--- src/rtl/adc_display_conditioner_if.sv ---
// Sample input, freeze control and held display output of the ADC display conditioner.
// The master side drives samples and freeze; the slave side is the conditioner.
interface adc_display_conditioner_if #(
    parameter int unsigned DATA_W = 12
) ();
    logic [DATA_W-1:0] adc_data;
    logic              adc_valid;
    logic              freeze;
    logic [15:0]       disp_value;
    logic              disp_update;
    logic              pending;

    modport master (
        output adc_data, adc_valid, freeze,
        input  disp_value, disp_update, pending
    );

    modport slave (
        input  adc_data, adc_valid, freeze,
        output disp_value, disp_update, pending
    );
endinterface

--- src/rtl/adc_display_conditioner.sv ---
// Averages 2^LOG2_N ADC samples, scales the average to millivolts, and presents
// the latest result on a display value that is refreshed at most once per hold period.
module adc_display_conditioner #(
    parameter int unsigned DATA_W      = 12,
    parameter int unsigned LOG2_N      = 4,
    parameter int unsigned VREF_MV     = 3300,
    parameter int unsigned HOLD_CYCLES = 25000000
) (
    input  logic                      clk,
    input  logic                      rst,
    adc_display_conditioner_if.slave  bus
);
    localparam int unsigned ACC_W  = DATA_W + LOG2_N;
    localparam int unsigned MV_W   = 20;
    localparam int unsigned PROD_W = DATA_W + MV_W;
    localparam int unsigned HOLD_W = $clog2(HOLD_CYCLES);
    localparam logic [HOLD_W-1:0] HOLD_MAX = HOLD_W'(HOLD_CYCLES - 1);

    logic [ACC_W-1:0]  acc;
    logic [ACC_W-1:0]  acc_next;
    logic [ACC_W-1:0]  sum_reg;
    logic [LOG2_N-1:0] cnt;
    logic              sum_valid;

    logic [DATA_W-1:0] avg;
    logic [PROD_W-1:0] prod;
    logic [MV_W-1:0]   mv;
    logic [15:0]       mv_sat;

    logic [HOLD_W-1:0] hold_cnt;
    logic              tick;
    logic              show;
    logic [15:0]       pend_reg;
    logic              pending_q;
    logic [15:0]       disp_value_q;
    logic              disp_update_q;

    assign acc_next = acc + ACC_W'(bus.adc_data);

    // Accumulate; the Nth sample lands in sum_reg and the next sample starts a fresh sum.
    always_ff @(posedge clk) begin
        if (rst) begin
            acc       <= '0;
            cnt       <= '0;
            sum_reg   <= '0;
            sum_valid <= 1'b0;
        end else begin
            sum_valid <= 1'b0;
            if (bus.adc_valid) begin
                if (cnt == '1) begin
                    sum_reg   <= acc_next;
                    sum_valid <= 1'b1;
                    acc       <= '0;
                    cnt       <= '0;
                end else begin
                    acc <= acc_next;
                    cnt <= cnt + LOG2_N'(1);
                end
            end
        end
    end

    // Average, scale to mV and saturate to the 16-bit display range.
    always_comb begin
        avg    = DATA_W'(sum_reg >> LOG2_N);
        prod   = PROD_W'(avg) * PROD_W'(VREF_MV);
        mv     = MV_W'(prod >> DATA_W);
        mv_sat = (mv > MV_W'(16'hFFFF)) ? 16'hFFFF : mv[15:0];
    end

    assign tick = (hold_cnt == HOLD_MAX);
    assign show = tick & pending_q & ~bus.freeze;

    // Hold timer and display update; a same-cycle new result replaces pend_reg after it is shown.
    always_ff @(posedge clk) begin
        if (rst) begin
            hold_cnt      <= '0;
            pend_reg      <= '0;
            pending_q     <= 1'b0;
            disp_value_q  <= '0;
            disp_update_q <= 1'b0;
        end else begin
            hold_cnt      <= tick ? '0 : hold_cnt + HOLD_W'(1);
            disp_update_q <= show;
            if (show) begin
                disp_value_q <= pend_reg;
            end
            if (sum_valid) begin
                pend_reg  <= mv_sat;
                pending_q <= 1'b1;
            end else if (show) begin
                pending_q <= 1'b0;
            end
        end
    end

    assign bus.disp_value  = disp_value_q;
    assign bus.disp_update = disp_update_q;
    assign bus.pending     = pending_q;
endmodule

--- src/flat_wrapper.sv ---
// flat-port wrapper written by rule: the top's interface ports become plain ports
module adc_display_conditioner_flat 
#(
    parameter int unsigned DATA_W      = 12,
    parameter int unsigned LOG2_N      = 4,
    parameter int unsigned VREF_MV     = 3300,
    parameter int unsigned HOLD_CYCLES = 25000000
)
  (clk, rst, bus_adc_data, bus_adc_valid, bus_freeze, bus_disp_value, bus_disp_update, bus_pending);
  adc_display_conditioner_if #(.DATA_W(DATA_W)) bus_i ();
  input  logic clk;
  input  logic rst;
  input wire logic [$bits(bus_i.adc_data)-1:0] bus_adc_data;
  input wire logic [$bits(bus_i.adc_valid)-1:0] bus_adc_valid;
  input wire logic [$bits(bus_i.freeze)-1:0] bus_freeze;
  output wire logic [$bits(bus_i.disp_value)-1:0] bus_disp_value;
  output wire logic [$bits(bus_i.disp_update)-1:0] bus_disp_update;
  output wire logic [$bits(bus_i.pending)-1:0] bus_pending;
  assign bus_i.adc_data = bus_adc_data;
  assign bus_i.adc_valid = bus_adc_valid;
  assign bus_i.freeze = bus_freeze;
  assign bus_disp_value = bus_i.disp_value;
  assign bus_disp_update = bus_i.disp_update;
  assign bus_pending = bus_i.pending;
  adc_display_conditioner #(.DATA_W(DATA_W), .LOG2_N(LOG2_N), .VREF_MV(VREF_MV), .HOLD_CYCLES(HOLD_CYCLES)) u_core (.clk(clk), .rst(rst), .bus(bus_i));
endmodule
--- config.mk ---
export PLATFORM = sky130hd
export DESIGN_NAME = adc_display_conditioner_flat
export DESIGN_NICKNAME = d
export VERILOG_FILES = /design/src/rtl/adc_display_conditioner_if.sv /design/src/rtl/adc_display_conditioner.sv /design/src/flat_wrapper.sv
export SDC_FILE = /design/constraint.sdc
export NUM_CORES = 1
export LEC_CHECK = 0
export ABC_AREA = 0
export CORE_MARGIN = 2
export CORE_UTILIZATION = 55
export DETAILED_ROUTE_END_ITERATION = 12
export PLACE_DENSITY = 0.82
export SYNTH_ARGS = -nofsm -noshare
export SYNTH_HDL_FRONTEND = slang
export SYNTH_SLANG_ARGS = --single-unit
--- constraint.sdc ---
create_clock -name clk -period 6.14 [get_ports clk]
set_clock_uncertainty 0.2 [all_clocks]
set_input_delay 1.228 -clock clk [delete_from_list [all_inputs] [get_ports clk]]
set_output_delay 1.228 -clock clk [all_outputs]
set_load 0.02 [all_outputs]
==> impl_metrics.env, run 1 <==
export IMPL_fmax_ghz=0.2042
export IMPL_cp_end_kind="register"
export IMPL_outcome="complete, no violations"
export IMPL_synth_edff_count=0
export IMPL_rsz0062_at_grt="no"
export IMPL_avgSynthCellArea_um2=8.844
export IMPL_power_switching_w=0.0003446
export IMPL_syn_area_um2=6474
export IMPL_synth_fa_ha_area_frac=0.2578
export IMPL_ys_warn_count=0
export IMPL_reg_top3="u_core.hold_cnt x25, u_core.acc x16"
export IMPL_yosys_cell_types_count=75
export IMPL_yosysTopAreaCell="dfxtp_1"
export IMPL_vias_per_cell=5.932
export IMPL_drive_above_1_share=0.04933
export IMPL_grtUsageMet2=0.4161
export IMPL_drv_slew=0
export IMPL_clock_latency_ns=0.35
export IMPL_fin_nets=877
export IMPL_dieWidth_um=112.5
export IMPL_worst_ep_required_time_ns=6.18
export IMPL_top_usage_layer="met2"
export IMPL_core_area_um2=11470
export IMPL_hp_class="reg2reg"
export IMPL_dp_hpwl_mm=10.99
export IMPL_syn_to_final_growth_pct=9.142
export IMPL_setup_viol=0
export IMPL_met3_usage=0.04860
export IMPL_crit_fanout=5
export IMPL_async_flop_share=0
export IMPL_regMostFlops="u_core.hold_cnt"
export IMPL_max_slew_worst_pin_slew_ns=0.8075
export IMPL_synthSimpleGateAreaFrac=0.1844
export IMPL_grt_use_met1=0.2700
export IMPL_cts_root_buf="clkbuf_16"
export IMPL_clockPowerShare=0.453
export IMPL_core_rowCount=39
export IMPL_antenna_cells=0
export IMPL_largest_reg_flops=25
export IMPL_antenna_found_initial=0
export IMPL_io_buffers=29
export IMPL_synth_top_family_by_area="adder cells"
export IMPL_worstSetupPathType="reg2reg"
export IMPL_synth_seq_cells=84
export IMPL_post_cts_resized=0
export IMPL_detail_route_wl_per_cell_um=15.96
export IMPL_io_pins=34
export IMPL_slew_headroom=0.4617
export IMPL_cts_sinks=84
export IMPL_synth_xor_area_share=0.04871
export IMPL_first_iter_violations=290
export IMPL_yosys_area_top_type_share=0.2598
export IMPL_via_count=5297
export IMPL_fin_crit_ns=4.897
export IMPL_drt_pre_antenna_iters=4
export IMPL_ir_drop_uv=218.3
export IMPL_drc_errors=0
export IMPL_cts_tree="done"
export IMPL_wl_mm=14.25
export IMPL_p_int_w=0.0009918
export IMPL_htreeDepth=3
export IMPL_total_leakage_power_nw=3.384
export IMPL_dieHeight_um=112.5
export IMPL_setup_tns_ns=0
export IMPL_grt_pass1_wl_mm=24.14
export IMPL_clockBufferDepth=2
export IMPL_r2r_cells=16
export IMPL_ys_seq_area_frac=0.2598
export IMPL_cts_setup_buffers=0
export IMPL_grt_usage=0.2320
export IMPL_die_area_um2=12650
export IMPL_clk_pin_slew_ns=0.07
export IMPL_switching_share=0.2578
export IMPL_holdBufCountCts=0
export IMPL_power_frac_comb=0.116
export IMPL_synthTopCellsByArea="dfxtp_1 26%, ha_1 17%, fa_1 9.0%"
export IMPL_synth_flop_cell="dfxtp_1"
export IMPL_p_seq_frac=0.431
export IMPL_holdPathStages=2
export IMPL_hold_ws_ns=0.2521
export IMPL_initial_core_util=0.5645
export IMPL_first_global_vias=5253
export IMPL_synth_mux_area_frac=0.007924
export IMPL_synthCells=732
export IMPL_synth_compound_area_frac=0.1672
export IMPL_cp_data_arrival_time_ns=4.93
export IMPL_start_kind="register"
export IMPL_numCtsBuffers=9
export IMPL_grt_max_degree=54
export IMPL_place_congestion=0.8975
export IMPL_powerDensity_nw_per_um2=189.2
export IMPL_ant_nets=0
export IMPL_hold_viol=0
export IMPL_overflow=0
export IMPL_post_route_period_util=0.7976
export IMPL_maxCapViolCount=0
## area by class of cell
cell class | count | area (um2)
clock buffer | 10 | 239.0
clock inverter | 6 | 91.34
tap | 143 | 178.9
multi-input combinational | 553 | 4327
sequential | 84 | 1682
inverter | 66 | 247.7
timing repair buffer | 31 | 300.3
fill | 968 | 4402
## worst max-delay path, stage by stage, from the launching register on
cell      delay (ns)
dfxtp_1         0.46
ha_1            0.31
ha_1            0.29
inv_1           0.05
fa_1            0.53
inv_1           0.05
fa_1            0.52
inv_1           0.05
fa_1            0.49
inv_1           0.04
ha_1            0.31
a21oi_1         0.30
o21ai_0         0.27
a221o_1         0.41
o211ai_1        0.21
mux2i_1         0.21
nand2_1         0.07
## synth_stat cells (2+ instances only)
| cell | count |
|---|---|
| ha_1 | 87 |
| dfxtp_1 | 84 |
| inv_1 | 66 |
| nor2_1 | 62 |
| nand2_1 | 60 |
| a21oi_1 | 47 |
| nand3_1 | 35 |
| fa_1 | 29 |
| xor2_1 | 26 |
| nor3_1 | 17 |
| o21ai_0 | 17 |
| a21o_1 | 16 |
| clkbuf_1 | 13 |
| nand4_1 | 12 |
| and3_1 | 11 |
| xnor2_1 | 10 |
| a31oi_1 | 8 |
| o31ai_1 | 8 |
| or3_1 | 8 |
| and4_1 | 7 |
| buf_4 | 7 |
| a211oi_1 | 6 |
| a22oi_1 | 6 |
| buf_6 | 6 |
| nand2b_1 | 6 |
| o211ai_1 | 5 |
| o21a_1 | 5 |
| mux2i_1 | 4 |
| nor4_1 | 4 |
| o22ai_1 | 4 |
| a2111o_1 | 3 |
| a31o_2 | 3 |
| a211o_1 | 2 |
| a32oi_1 | 2 |
| buf_2 | 2 |
| nand3b_1 | 2 |
| nor2b_1 | 2 |
| o221ai_1 | 2 |
| o311ai_0 | 2 |
## power groups by stage
stage / logic, W / clock network [W] / registers (W)
finish: 0.000155 / 0.000606 / 0.000576
global placement: 0.000148 / 0 / 0.000588
detailed placement: 0.000151 / 0 / 0.000588
global route: 0.000173 / 0.000637 / 0.000578
CTS: 0.000152 / 0.000614 / 0.000575
floorplan: 0.000127 / 0 / 0.000579
## worst paths after layout
kind	slack (ns)	end	startpoint
hold reg to reg	0.25	u_core.bus.disp_value[6]	u_core.bus.disp_value[6]
setup reg to reg	1.24	u_core.pend_reg[7]	u_core.sum_reg[9]
hold / removal	0.25	u_core.bus.disp_value[6]	u_core.bus.disp_value[6]
setup / recovery	1.24	u_core.pend_reg[7]	u_core.sum_reg[9]
## through the flow
stage	area (um2)	worst slack [ns]	instances	utilization	power (W)
6_report	7066	1.243	893	0.6161	0.001336
4_1_cts	7066	1.252	893	0.6161	0.001342
3_3_place_gp	6735	1.369	877	0.5873	0.0007355
3_5_place_dp	6735	1.249	877	0.5873	0.0007387
2_1_floorplan	6485	1.524	735	-	0.0007059
5_1_grt	7066	0.9039	893	0.6161	0.001388
## cell usage in the layout (no fill, tap or decap), types with 26 or more instances in the layout
master / synthesis / routed
clkdlybuf4s50_1: 0 / 28
fa_1: 29 / 29
xor2_1: 26 / 26
a21oi_1: 47 / 47
nor2_1: 62 / 62
nand3_1: 35 / 35
inv_1: 66 / 66
ha_1: 87 / 87
dfxtp_1: 84 / 84
nand2_1: 60 / 60
## logic make-up (layout without fill, tap and decap cells)
group                      after synthesis  count (layout)
DFF                                     84              84
muxes                                    5               5
buffers and inverters                   98             113
xor gates and xnor gates                36              36
other                                    1               4
adders and majority gates              116             116
AOI/OAI and AO/OA                      154             154
and+or+nand+nor                        238             238
## routing by layer
metal / up-vias / routed length (um)
met5: - / 0
met4: 0 / 363
met3: 30 / 569
met2: 129 / 7162
met1: 2532 / 6156
li1: 2606 / -
(Power assumes the default switching activity.)
==> run 2: changes to the inputs <==
- PLACE_DENSITY: 0.82 -> 0.85
- clock period: 6.14 -> 4.2 ns (I/O delays scaled with it)
==> impl_metrics.env, run 2 (synthesis results as in run 1) <==
export IMPL_detail_route_wl_per_cell_um=17.03
export IMPL_regMostFlops="u_core.hold_cnt"
export IMPL_reg2reg_from="u_core.sum_reg[6]"
export IMPL_path_cells="ha_4 > xor2_2 > ha_1 > fa_1 > fa_1 > inv_2 > fa_1 > inv_2 > ha_4 > a21oi_4 > nor2b_4 > o31a_1 > a221o_2 > or2_0 > o311ai_1"
export IMPL_post_route_period_util=1.074
export IMPL_slew_headroom=0.4364
export IMPL_cp_endpoint="u_core.pend_reg[8]"
export IMPL_n_fill_cell=881
export IMPL_dieWidth_um=112.5
export IMPL_cts_tree="done"
export IMPL_cp_common_cell="fa_1"
export IMPL_max_slew_worst_pin_slew_ns=0.8453
export IMPL_hold_viol=0
export IMPL_cp_end_kind="register"
export IMPL_antenna_cells=0
export IMPL_io_pins=34
export IMPL_first_iter_violations=357
export IMPL_setup_tns_ns=-1.574
export IMPL_outcome="finished, violations left"
export IMPL_antenna_found_initial=0
export IMPL_first_global_vias=5711
export IMPL_clock_latency_ns=0.37
export IMPL_grt_pass1_wl_mm=26.69
export IMPL_fin_nets=932
export IMPL_drive_above_1_share=0.1876
export IMPL_r2r_cells=15
export IMPL_cts_root_buf="clkbuf_16"
export IMPL_vias_per_cell=5.893
export IMPL_fin_ws_ns=-0.3109
export IMPL_numCtsBuffers=9
export IMPL_path_buf_inv=2
export IMPL_total_leakage_power_nw=3.640
export IMPL_fmax_ghz=0.2217
export IMPL_drv_slew=0
export IMPL_core_area_um2=11470
export IMPL_dieHeight_um=112.5
export IMPL_cp_data_arrival_time_ns=4.58
export IMPL_setup_viol=9
export IMPL_grt_usage=0.2603
export IMPL_initial_core_util=0.5645
export IMPL_start_kind="register"
export IMPL_via_count=5587
export IMPL_cp_depth=15
export IMPL_cts_sinks=84
export IMPL_violations="negative setup slack"
export IMPL_r2r_end="u_core.pend_reg[8]"
export IMPL_largest_reg_flops=25
export IMPL_grt_max_degree=36
export IMPL_htreeDepth=3
export IMPL_crit_fanout=5
export IMPL_hp_class="reg2reg"
export IMPL_dp_cells=927
export IMPL_reg_top3="u_core.hold_cnt x25, u_core.acc x16"
export IMPL_cp_top_family="adder cells"
export IMPL_io_buffers=29
export IMPL_wl_mm=16.15
export IMPL_worst_ep_required_time_ns=4.27
export IMPL_drt_pre_antenna_iters=5
export IMPL_r2r_slack_ns=-0.31
export IMPL_syn_to_final_growth_pct=21.32
export IMPL_overflow=0
export IMPL_die_area_um2=12650
export IMPL_critical_path_slowest_cell="fa_1"
export IMPL_ir_drop_uv=353.8
export IMPL_drc_errors=0
export IMPL_layout_commonest_cell="dfxtp_1"
export IMPL_worstSetupPathType="reg2reg"
export IMPL_clk_pin_slew_ns=0.06
export IMPL_pre_cts_ws_ns=-0.2799
export IMPL_layoutNonFillerInstCount=948
export IMPL_clockBufferDepth=2
export IMPL_cp_slowest_stage_delay_ns=0.51
export IMPL_powerDensity_nw_per_um2=233.9
export IMPL_place_congestion=0.9820
export IMPL_final_cell_mix="73 x dfxtp_1, 65 x ha_1, 62 x nor2_1"
export IMPL_dp_hpwl_mm=11.90
export IMPL_core_rowCount=39
export IMPL_fin_crit_ns=4.511
export IMPL_critPathLaunch="u_core.sum_reg[6]"
export IMPL_ant_nets=0
export IMPL_maxCapViolCount=0
export IMPL_rsz0062_at_grt="yes"
-- run 2: repair_timing --
action | 4_1_cts | 5_1_grt
buffers inserted | 2 | 3
resized for setup | 23 | 21
pin swaps | 23 | 23
endpoints found under the setup margin | 11 | 11
hold buffers | 0 | 0
-- run 2: worst min path at each step --
stage / start / endpoint / slack (ns) / depth (start not counted)
floorplan: u_core.pend_reg[9] / u_core.pend_reg[9] / 0.22 / 2
global placement: u_core.bus.disp_value[4] / u_core.bus.disp_value[4] / 0.24 / 2
detailed placement: u_core.bus.disp_value[8] / u_core.bus.disp_value[8] / 0.24 / 2
CTS: u_core.bus.disp_value[6] / u_core.bus.disp_value[6] / 0.25 / 2
global route: u_core.bus.disp_value[3] / u_core.bus.disp_value[3] / 0.27 / 2
finish: u_core.bus.disp_value[9] / u_core.bus.disp_value[9] / 0.25 / 2
-- run 2: power by group --
part | switching [W] | leakage, nW | internal [W]
logic | 0.000142 | 2.81 | 0.0000914
registers | 0.0000249 | 0.687 | 0.000815
clock network | 0.000349 | 0.142 | 0.000415
-- run 2: cell type report --
class | instances | area (um2) | share of cell area
repair buffers | 86 | 713.2 | 0.09081
well taps | 143 | 178.9 | 0.02278
multi-input cells | 553 | 4727 | 0.6019
clock inverters | 6 | 37.54 | 0.004779
flip-flops and latches | 84 | 1710 | 0.2178
inverters | 66 | 247.7 | 0.03154
clock buffers | 10 | 239.0 | 0.03043
-- run 2: metal layers --
layer | up-vias | wire, um | global-route usage
li1 | 2718 | - | -
met1 | 2658 | 6510 | 0.2874
met2 | 166 | 8488 | 0.4867
met3 | 45 | 638 | 0.05238
met4 | 0 | 511 | 0.1041
met5 | - | 0 | 0
-- run 2: per-stage QoR --
stage	area, um2	utilization	power, W	hold WS [ns]
finish	7854	0.6849	0.001837	0.2533
global route	7854	0.6849	0.001900	0.2654
CTS	7736	0.6746	0.001837	0.2548
detailed placement	7327	0.6390	0.001086	0.2438
global placement	7327	0.6390	0.001076	0.2389
floorplan	6703	-	0.001030	0.2247
-- run 2: worst min-delay path, stage by stage, from the launching register on --
cell	delay, ns
dfxtp_1	0.31
nand2_1	0.05
a21oi_1	0.05
